`src/rtl/reset_seq_pkg.sv`:
```
// Shared types and constants for the reset sequencer and its synchroniser.
// Latency: n/a; backpressure: n/a.
package reset_seq_pkg;

    typedef enum logic [2:0] {
        SYNC,
        HOLD,
        RELEASE,
        RUN,
        PULSE
    } seq_state_t;

    localparam int SYNC_DEPTH = 2;
    localparam int RCNT_W     = 8;

    function automatic int max_int(input int a, input int b);
        return (a > b) ? a : b;
    endfunction

endpackage

```
`src/rtl/reset_sync.sv`:
```
// Async-assert / sync-deassert reset synchroniser.
// Latency: DEPTH clock edges on deassertion, none on assertion; backpressure: none.
module reset_sync
    import reset_seq_pkg::*;
#(
    parameter int DEPTH = SYNC_DEPTH
) (
    input  logic clk,
    input  logic rst_n,
    output logic rst_n_sync
);

    logic [DEPTH-1:0] sync_q;

    always_ff @(posedge clk or negedge rst_n) begin
        if (!rst_n) begin
            sync_q <= '0;
        end else begin
            sync_q <= {sync_q[DEPTH-2:0], 1'b1};
        end
    end

    assign rst_n_sync = sync_q[DEPTH-1];

endmodule

```
`src/rtl/reset_sequencer.sv`:
```
// Staggered multi-domain reset release with software and watchdog re-reset pulses.
// Latency: ch0 free 3+HOLD_CYCLES edges after Reset rises; backpressure: none, sw_req dropped outside RUN.
module reset_sequencer
    import reset_seq_pkg::*;
#(
    parameter int NUM_CH         = 2,
    parameter int HOLD_CYCLES    = 2,
    parameter int STAGGER_CYCLES = 4,
    parameter int CNT_W          = 16
) (
    input  logic              CLK,
    input  logic              Reset,
    input  logic              sw_req,
    input  logic [CNT_W-1:0]  period,
    input  logic [CNT_W-1:0]  pulse_len,
    output logic [NUM_CH-1:0] rst_n_out,
    output logic              busy,
    output logic              seq_done,
    output logic [RCNT_W-1:0] reset_count
);

    // Shared down-counter must hold the larger of the pulse length and the fixed delays.
    localparam int DW  = max_int(CNT_W, max_int($clog2(HOLD_CYCLES + 1), $clog2(STAGGER_CYCLES + 1)));
    localparam int CHW = (NUM_CH > 1) ? $clog2(NUM_CH) : 1;

    localparam logic [DW-1:0]  HOLD_LD = DW'(HOLD_CYCLES - 1);
    localparam logic [DW-1:0]  STAG_LD = DW'(STAGGER_CYCLES - 1);
    localparam logic [CHW-1:0] LAST_CH = CHW'(NUM_CH - 1);

    seq_state_t        state, state_nxt;
    logic [DW-1:0]     cnt, cnt_nxt;
    logic [CHW-1:0]    ch, ch_nxt;
    logic [NUM_CH-1:0] rst_q, rst_nxt;
    logic              done_q, done_nxt;
    logic [CNT_W-1:0]  pcnt, pcnt_nxt;
    logic [RCNT_W-1:0] rcnt, rcnt_nxt;
    logic              sync_n;
    logic              trigger;

    reset_sync #(
        .DEPTH(SYNC_DEPTH)
    ) u_sync (
        .clk       (CLK),
        .rst_n     (Reset),
        .rst_n_sync(sync_n)
    );

    // Period is compared live so a reprogrammed value takes effect immediately.
    assign trigger = sw_req || ((period != '0) && (pcnt == (period - CNT_W'(1))));

    always_ff @(posedge CLK or negedge Reset) begin
        if (!Reset) begin
            state  <= SYNC;
            cnt    <= '0;
            ch     <= '0;
            rst_q  <= '0;
            done_q <= 1'b0;
            pcnt   <= '0;
            rcnt   <= '0;
        end else begin
            state  <= state_nxt;
            cnt    <= cnt_nxt;
            ch     <= ch_nxt;
            rst_q  <= rst_nxt;
            done_q <= done_nxt;
            pcnt   <= pcnt_nxt;
            rcnt   <= rcnt_nxt;
        end
    end

    always_comb begin
        state_nxt = state;
        cnt_nxt   = cnt;
        ch_nxt    = ch;
        rst_nxt   = rst_q;
        done_nxt  = 1'b0;
        pcnt_nxt  = pcnt;
        rcnt_nxt  = rcnt;
        case (state)
            SYNC: begin
                rst_nxt = '0;
                if (sync_n) begin
                    state_nxt = HOLD;
                    cnt_nxt   = HOLD_LD;
                end
            end
            HOLD: begin
                if (cnt == '0) begin
                    state_nxt  = RELEASE;
                    rst_nxt[0] = 1'b1;
                    cnt_nxt    = STAG_LD;
                    ch_nxt     = CHW'(1);
                    if (NUM_CH == 1) begin
                        done_nxt = 1'b1;
                    end
                end else begin
                    cnt_nxt = cnt - DW'(1);
                end
            end
            RELEASE: begin
                if (NUM_CH == 1) begin
                    state_nxt = RUN;
                    pcnt_nxt  = '0;
                end else if (cnt == '0) begin
                    rst_nxt[ch] = 1'b1;
                    cnt_nxt     = STAG_LD;
                    ch_nxt      = ch + CHW'(1);
                    if (ch == LAST_CH) begin
                        done_nxt  = 1'b1;
                        state_nxt = RUN;
                        pcnt_nxt  = '0;
                    end
                end else begin
                    cnt_nxt = cnt - DW'(1);
                end
            end
            RUN: begin
                pcnt_nxt = pcnt + CNT_W'(1);
                if (trigger) begin
                    state_nxt = PULSE;
                    rst_nxt   = '0;
                    // A zero length still yields a single-cycle pulse.
                    cnt_nxt   = (pulse_len == '0) ? '0 : (DW'(pulse_len) - DW'(1));
                    if (rcnt != {RCNT_W{1'b1}}) begin
                        rcnt_nxt = rcnt + RCNT_W'(1);
                    end
                end
            end
            PULSE: begin
                if (cnt == '0) begin
                    state_nxt = HOLD;
                    cnt_nxt   = HOLD_LD;
                end else begin
                    cnt_nxt = cnt - DW'(1);
                end
            end
            default: begin
                state_nxt = SYNC;
                rst_nxt   = '0;
            end
        endcase
    end

    assign rst_n_out   = rst_q;
    assign busy        = (state != RUN);
    assign seq_done    = done_q;
    assign reset_count = rcnt;

endmodule

```
`config.mk`:
```
export PLATFORM = sky130hd
export DESIGN_NAME = reset_sequencer
export DESIGN_NICKNAME = d
export VERILOG_FILES = /design/src/rtl/reset_seq_pkg.sv /design/src/rtl/reset_sync.sv /design/src/rtl/reset_sequencer.sv
export SDC_FILE = /design/constraint.sdc
export NUM_CORES = 1
export LEC_CHECK = 0
export BUFFER_PORTS_ARGS = -buffer_cell sky130_fd_sc_hd__buf_2
export CORE_MARGIN = 3
export CORE_UTILIZATION = 30
export DETAILED_ROUTE_END_ITERATION = 16
export GPL_ROUTABILITY_DRIVEN = 1
export PLACE_DENSITY = 0.49
export SYNTH_ARGS = -nofsm -noshare
export SYNTH_HDL_FRONTEND = slang
export SYNTH_SLANG_ARGS = --single-unit
```
`constraint.sdc`:
```
create_clock -name CLK -period 3.7 [get_ports CLK]
set_input_delay 0.37 -clock CLK [delete_from_list [all_inputs] [get_ports CLK]]
set_output_delay 0.37 -clock CLK [all_outputs]
set_load 0.005 [all_outputs]
```
# Word level (Yosys, flattened, before mapping)
# Cells that the tools add are included.
[word_totals] in_bits=35 output_inout_bits=12 elab_cells=80 register_bits=49
[classes] n_addsub=6 n_eq_ne=13 magnitude_cmp=2 bitwise=3 n_mux=28 reduce_logical=19
[ops] op="2-to-1 mux 16 bit" n=7
[ops] op="one-hot mux 16 bit (4 select lines)" n=1
[ops] op="subtractor 16 x 1 -> 16 bit (second input constant)" n=3
[ops] op="logical NOT 16 bit" n=2
[ops] op="one-hot mux 16 bit (2 select lines)" n=1
[ops] op="2-to-1 mux 3 bit" n=6
[ops] op="adder 16 x 1 -> 16 bit (second input constant)" n=1
[ops] op="equality test 16 bit" n=1
[ops] op="nonzero test 16 bit" n=1
[ops] op="one-hot mux 3 bit (5 select lines)" n=1
[ops] op="AND reduction 3 bit" n=5
[ops] op="!= test 2 bit (second input constant)" n=5
[ops] op="adder 8 x 1 -> 8 bit (second input constant)" n=1
[ops] op="!= test 8 bit (second input constant)" n=1
[ops] op="equality test 3 x 2 -> 1 bit (second input constant)" n=2
[ops] op="2-to-1 mux 1 bit" n=6
[ops] op="AND reduction 6 bit" n=1
[ops] op="2-to-1 mux 2 bit" n=2
[ops] op="one-hot mux 1 bit (4 select lines)" n=1
[ops] op="AND reduction 4 bit" n=1
[ops] op="nonzero test 2 bit" n=2
[ops] op="nonzero test 4 bit" n=1
[ops] op="OR reduction 2 bit" n=2
[ops] op="equality test 3 x 1 -> 1 bit (second input constant)" n=1
[ops] op="14 further kinds" n=16

# Longest topological paths before layout
[logic_depth] word_depth=7 ltp_mapped=12 mapped_depth_nobuf=10

# By module
# Synthesis repeated with hierarchy kept, for this count alone.
[hier_totals] hier_cells=431 area_unflattened_um2=3654.8
[modules_own_cells] module="reset_sequencer" cells_per_inst=428 seq_area_each_um2=1176.1 area_per_inst_um2=3601.0 instances=1
[modules_own_cells] module="reset_sync" cells_per_inst=3 seq_area_each_um2=50.0 area_per_inst_um2=53.8 instances=1

# Worst setup path before layout
# Ideal clock, no wire load.
[synth_path] kind="in2reg" startpoint="in period[0]" endpoint="reg cnt[15]" setup_ns=0.126 arrival_ns=3.112 t_required_ns=3.574 cell_stages=12 n_path_buf=2 path_slack_ns=0.462 path_cell_list="inv_1 > ha_1 > or4b_1 > buf_2 > or4b_4 > nor4b_2 > a31oi_1 > a22oi_4 > a211oi_4 > or2_0 > buf_2 > a221o_1"
[synth_between] elab_chain_cells=6 word_cells_on_any_way=7 cone_classes="1 x add/sub; 2 x eq/ne; 4 x reduce/logical"
[synth_lines] element="from (decl)" line_no="reset_sequencer.sv:14" rtl="input logic [CNT_W-1:0] period,"
[synth_lines] element="subtractor 16 x 1 -> 16 bit" line_no="reset_sequencer.sv:49" rtl="assign trigger = sw_req || ((period != '0) && (pcnt == (period - CNT_W'(1))));"
[synth_lines] element="equality test 16 bit" line_no="reset_sequencer.sv:49"
[synth_lines] element="logical AND 1 bit (*)" line_no="reset_sequencer.sv:49"
[synth_lines] element="logical OR 1 bit (*)" line_no="reset_sequencer.sv:49"
[synth_lines] element="!= test 2 bit (no source line) (*)"
[synth_lines] element="AND reduction 3 bit (no source line) (*)"
[synth_lines] element="to (signal assigned)" line_no="reset_sequencer.sv:62" rtl="cnt <= cnt_nxt;"
[synth_lines] element="to (decl)" line_no="reset_sequencer.sv:31" rtl="logic [DW-1:0] cnt, cnt_nxt;"
# Mark *: on every way between the ends. The rest lies on a longest branch, timed or not.
# A chain may end at the register's enable or synchronous reset.

# Final worst setup path
[layout_path] startpoint="in period[0]" endpoint="reg rcnt[1] (netlist: reset_count[1])"
[layout_between] elab_chain_cells=5 word_cells_on_any_way=6 cone_classes="1 x add/sub; 1 x eq/ne; 4 x reduce/logical"
[layout_lines] element="subtractor 16 x 1 -> 16 bit" line_no="reset_sequencer.sv:49"
[layout_lines] element="equality test 16 bit" line_no="reset_sequencer.sv:49"
[layout_lines] element="logical AND 1 bit (*)" line_no="reset_sequencer.sv:49"
[layout_lines] element="logical OR 1 bit (*)" line_no="reset_sequencer.sv:49"
[layout_lines] element="AND reduction 3 bit (no source line) (*)"
[layout_lines] element="to (signal assigned)" line_no="reset_sequencer.sv:67" rtl="rcnt <= rcnt_nxt;"
[layout_lines] element="to (decl)" line_no="reset_sequencer.sv:36" rtl="logic [RCNT_W-1:0] rcnt, rcnt_nxt;"
# Marks and branches as above.

==> run summary <==
Max-slew violations: 0
DR DRC count: 0
Max clock buf depth: 2
CTS Buf Count: 5
CTS tree: done
Hold WS: 177 ps
Die ar.: 0.0131 mm^2
Detailed placement HPWL: 6990 um
Share of cells above drive strength 1: 16.7%
Synth async-reset ratio: 100%
Post-Synth Simple-Gate Area: 27.2%
Worst R2R Path Depth: 11
Leak pwr: 1.74 nW
Detailed-router iteration count before antenna repair: 4
Crit Path Category: in2reg
Final WL: 9280 um
Worst EP required: 3870 ps
Row count: 38
Startpoint types: primary input
Syn avg cell area: 8.38 um^2
I/O pin count: 47
Final worst-path cycle share: 86.1%
Mux cell area share after synthesis: 1.21%
Minimum clock period: 3180 ps
First-pass GRT wire length: 15500 um
Pre-CTS WS: 207 ps
# Post-CTS Setup Buffers: 0
Area Overhead vs Synth: 16.4%
Final Total Pwr: 2.40 mW
RSZ-0062 raised after global routing: false
Fmax: 0.314 GHz
Initial Util: 31.6%
Yosys top cell by area: dfrtp_1
Yosys top cell area share: 34.8%
Worst-Skew Late Latency: 290 ps
Outcome: finished clean
EDFF count, synth: 0
Tot GR Track Use: 14.4%
Worst Slack Setup Final: 515 ps
Vias: 3236
Initial antenna violation count: 0
Worst R2R Start: cnt[0]
Post-cts resize count: 0
Tightest Hold Check Type: in2async
Crit. End Element: flip-flop
Root buf cell: clkbuf_16
Post-Syn Nets: 461
CTS HTree Levels: 2
Nets: 505
Congestion Overflow GR: 0
Top cells by count, synth: dfrtp_1, nor2_1, nand2_1
Drt wl/cell: 15.3 um
Routed Antenna Nets: 0
#FFs+latches synth: 49
Reg-to-reg endpoint: cnt[13]
Seq/Total Area, Yosys: 34.8%
YS warnings: 0
Die Wd: 114 um
Max_slew headroom: 39.4%
Post-synthesis adder-cell area fraction: 1.77%
Reg clk slew, reported paths: 70 ps
PD cells: 585 mW/mm^2
Layout Utilization: 36.7%
Worst vdd ir: 0.000251 V
Top cells by area, synth: dfrtp_1, xnor2_1, xor2_1
Max cap viols: 0
Cell area after synthesis: 0.00353 mm^2
Clk_skew: 5.57 ps
Number of vias per cell: 5.34
Worst Max-Slew Pin Slew: 906 ps
Worst EP arrival: 3350 ps
Buffers on Ports: 46
Post-Synthesis Cells: 421
Setup TNS Final: 0 ps
Compound-cell area share of the yosys netlist: 18.5%
CTS Hold Buffers Added: 0
Worst reg2reg setup slack: 670 ps
Vias in the first global route: 3157
Routability Congestion: 0.865
Largest net degree at the start of global routing: 33
Final Hold Viols: 0
Die H: 114 um
Main combinational cell family by area after synthesis: simple AND/OR/NAND/NOR gates
Crit Path Max Fanout: 7
Final setup vio count: 0
Post-synthesis xor/xnor area fraction: 13.2%
DR iter-0 viols: 181
Number of library cell types mapped by synthesis: 58
Diodes inserted: 0
Total number of clock tree sinks: 49
Core area: 0.0112 mm^2
Main synth FF type: dfrtp_1
registers in the layout, indices dropped and copies added, names as in the netlist:
signal         flops
ch                 1
cnt               16
pcnt              16
u_sync.sync_q      2
state              3
reset_count        8
seq_done           1
rst_n_out          2
worst max-delay path by stage:
stage                           endpoint  startpoint  cells after the start  slack [ps]
after detailed placement  reset_count[1]   period[0]                     11         210
after global placement    reset_count[1]   period[0]                     11         250
after global routing             cnt[15]   period[0]                     11         350
final                     reset_count[1]   period[0]                     11         520
after CTS                 reset_count[1]   period[0]                     11         500
after floorplan                  cnt[15]   period[0]                     12         460
logic make-up (layout without fill, tap and decap cells):
kind of cell               count (synthesis)  in the layout
and+or+nand+nor                          184            184
AOI/OAI and AO/OA                         95             95
xor gates and xnor gates                  53             53
DFF                                       49             49
buffers and inverters                     30             75
adders and majority gates                  5              5
muxes                                      4              4
other                                      1              1
routing by layer:
layer	track usage [%]	part of all wire, %
met1	20.1	47
met4	4.12	0.96
met3	1.59	3.5
met2	23.5	49
met5	0	0
final cells by class:
type                            count  area, um^2
Clock buffer                        6         139
Clock inverter                      2        37.5
Fill cell                        1134        7070
Inverter                           12        45.0
Multi-Input combinational cell    342        2180
Sequential cell                    49        1230
Tap cell                          140         175
Timing Repair Buffer               55         298
report_power, final:
group          internal [mW]  switching (mW)  total, mW
sequential             0.671           0.177      0.848
clock                  0.338           0.202      0.539
combinational          0.420           0.594       1.01
placed cells by master (no fill, tap or decap), types with 6 or more instances in the layout:
cell type,netlist,layout
or3_1,7,7
nor4_1,14,14
a21oi_1,24,24
nand3_1,11,11
inv_1,12,12
dfrtp_1,49,49
xor2_1,24,24
buf_4,0,9
and3_1,9,9
buf_2,4,46
o21ai_0,20,20
xnor2_1,29,29
nor3_1,24,24
o31ai_1,12,12
nand2_1,33,33
nand2b_1,12,12
a31oi_1,6,6
nor2_1,49,49
through the flow:
stage | cells | area (um^2)
2_1_floorplan | 421 | 3530
3_3_place_gp | 598 | 3930
3_5_place_dp | 598 | 3930
4_1_cts | 606 | 4100
5_1_grt | 606 | 4100
6_report | 606 | 4100
worst max-delay path: stages:
cell	delay, ps
buf_2	120
inv_1	70
ha_1	160
or4b_1	570
or4b_4	610
nor4b_2	270
a31oi_1	100
a22oi_4	230
a21oi_1	160
nor3_1	320
mux2_2	370
(Power assumes the default switching activity.)
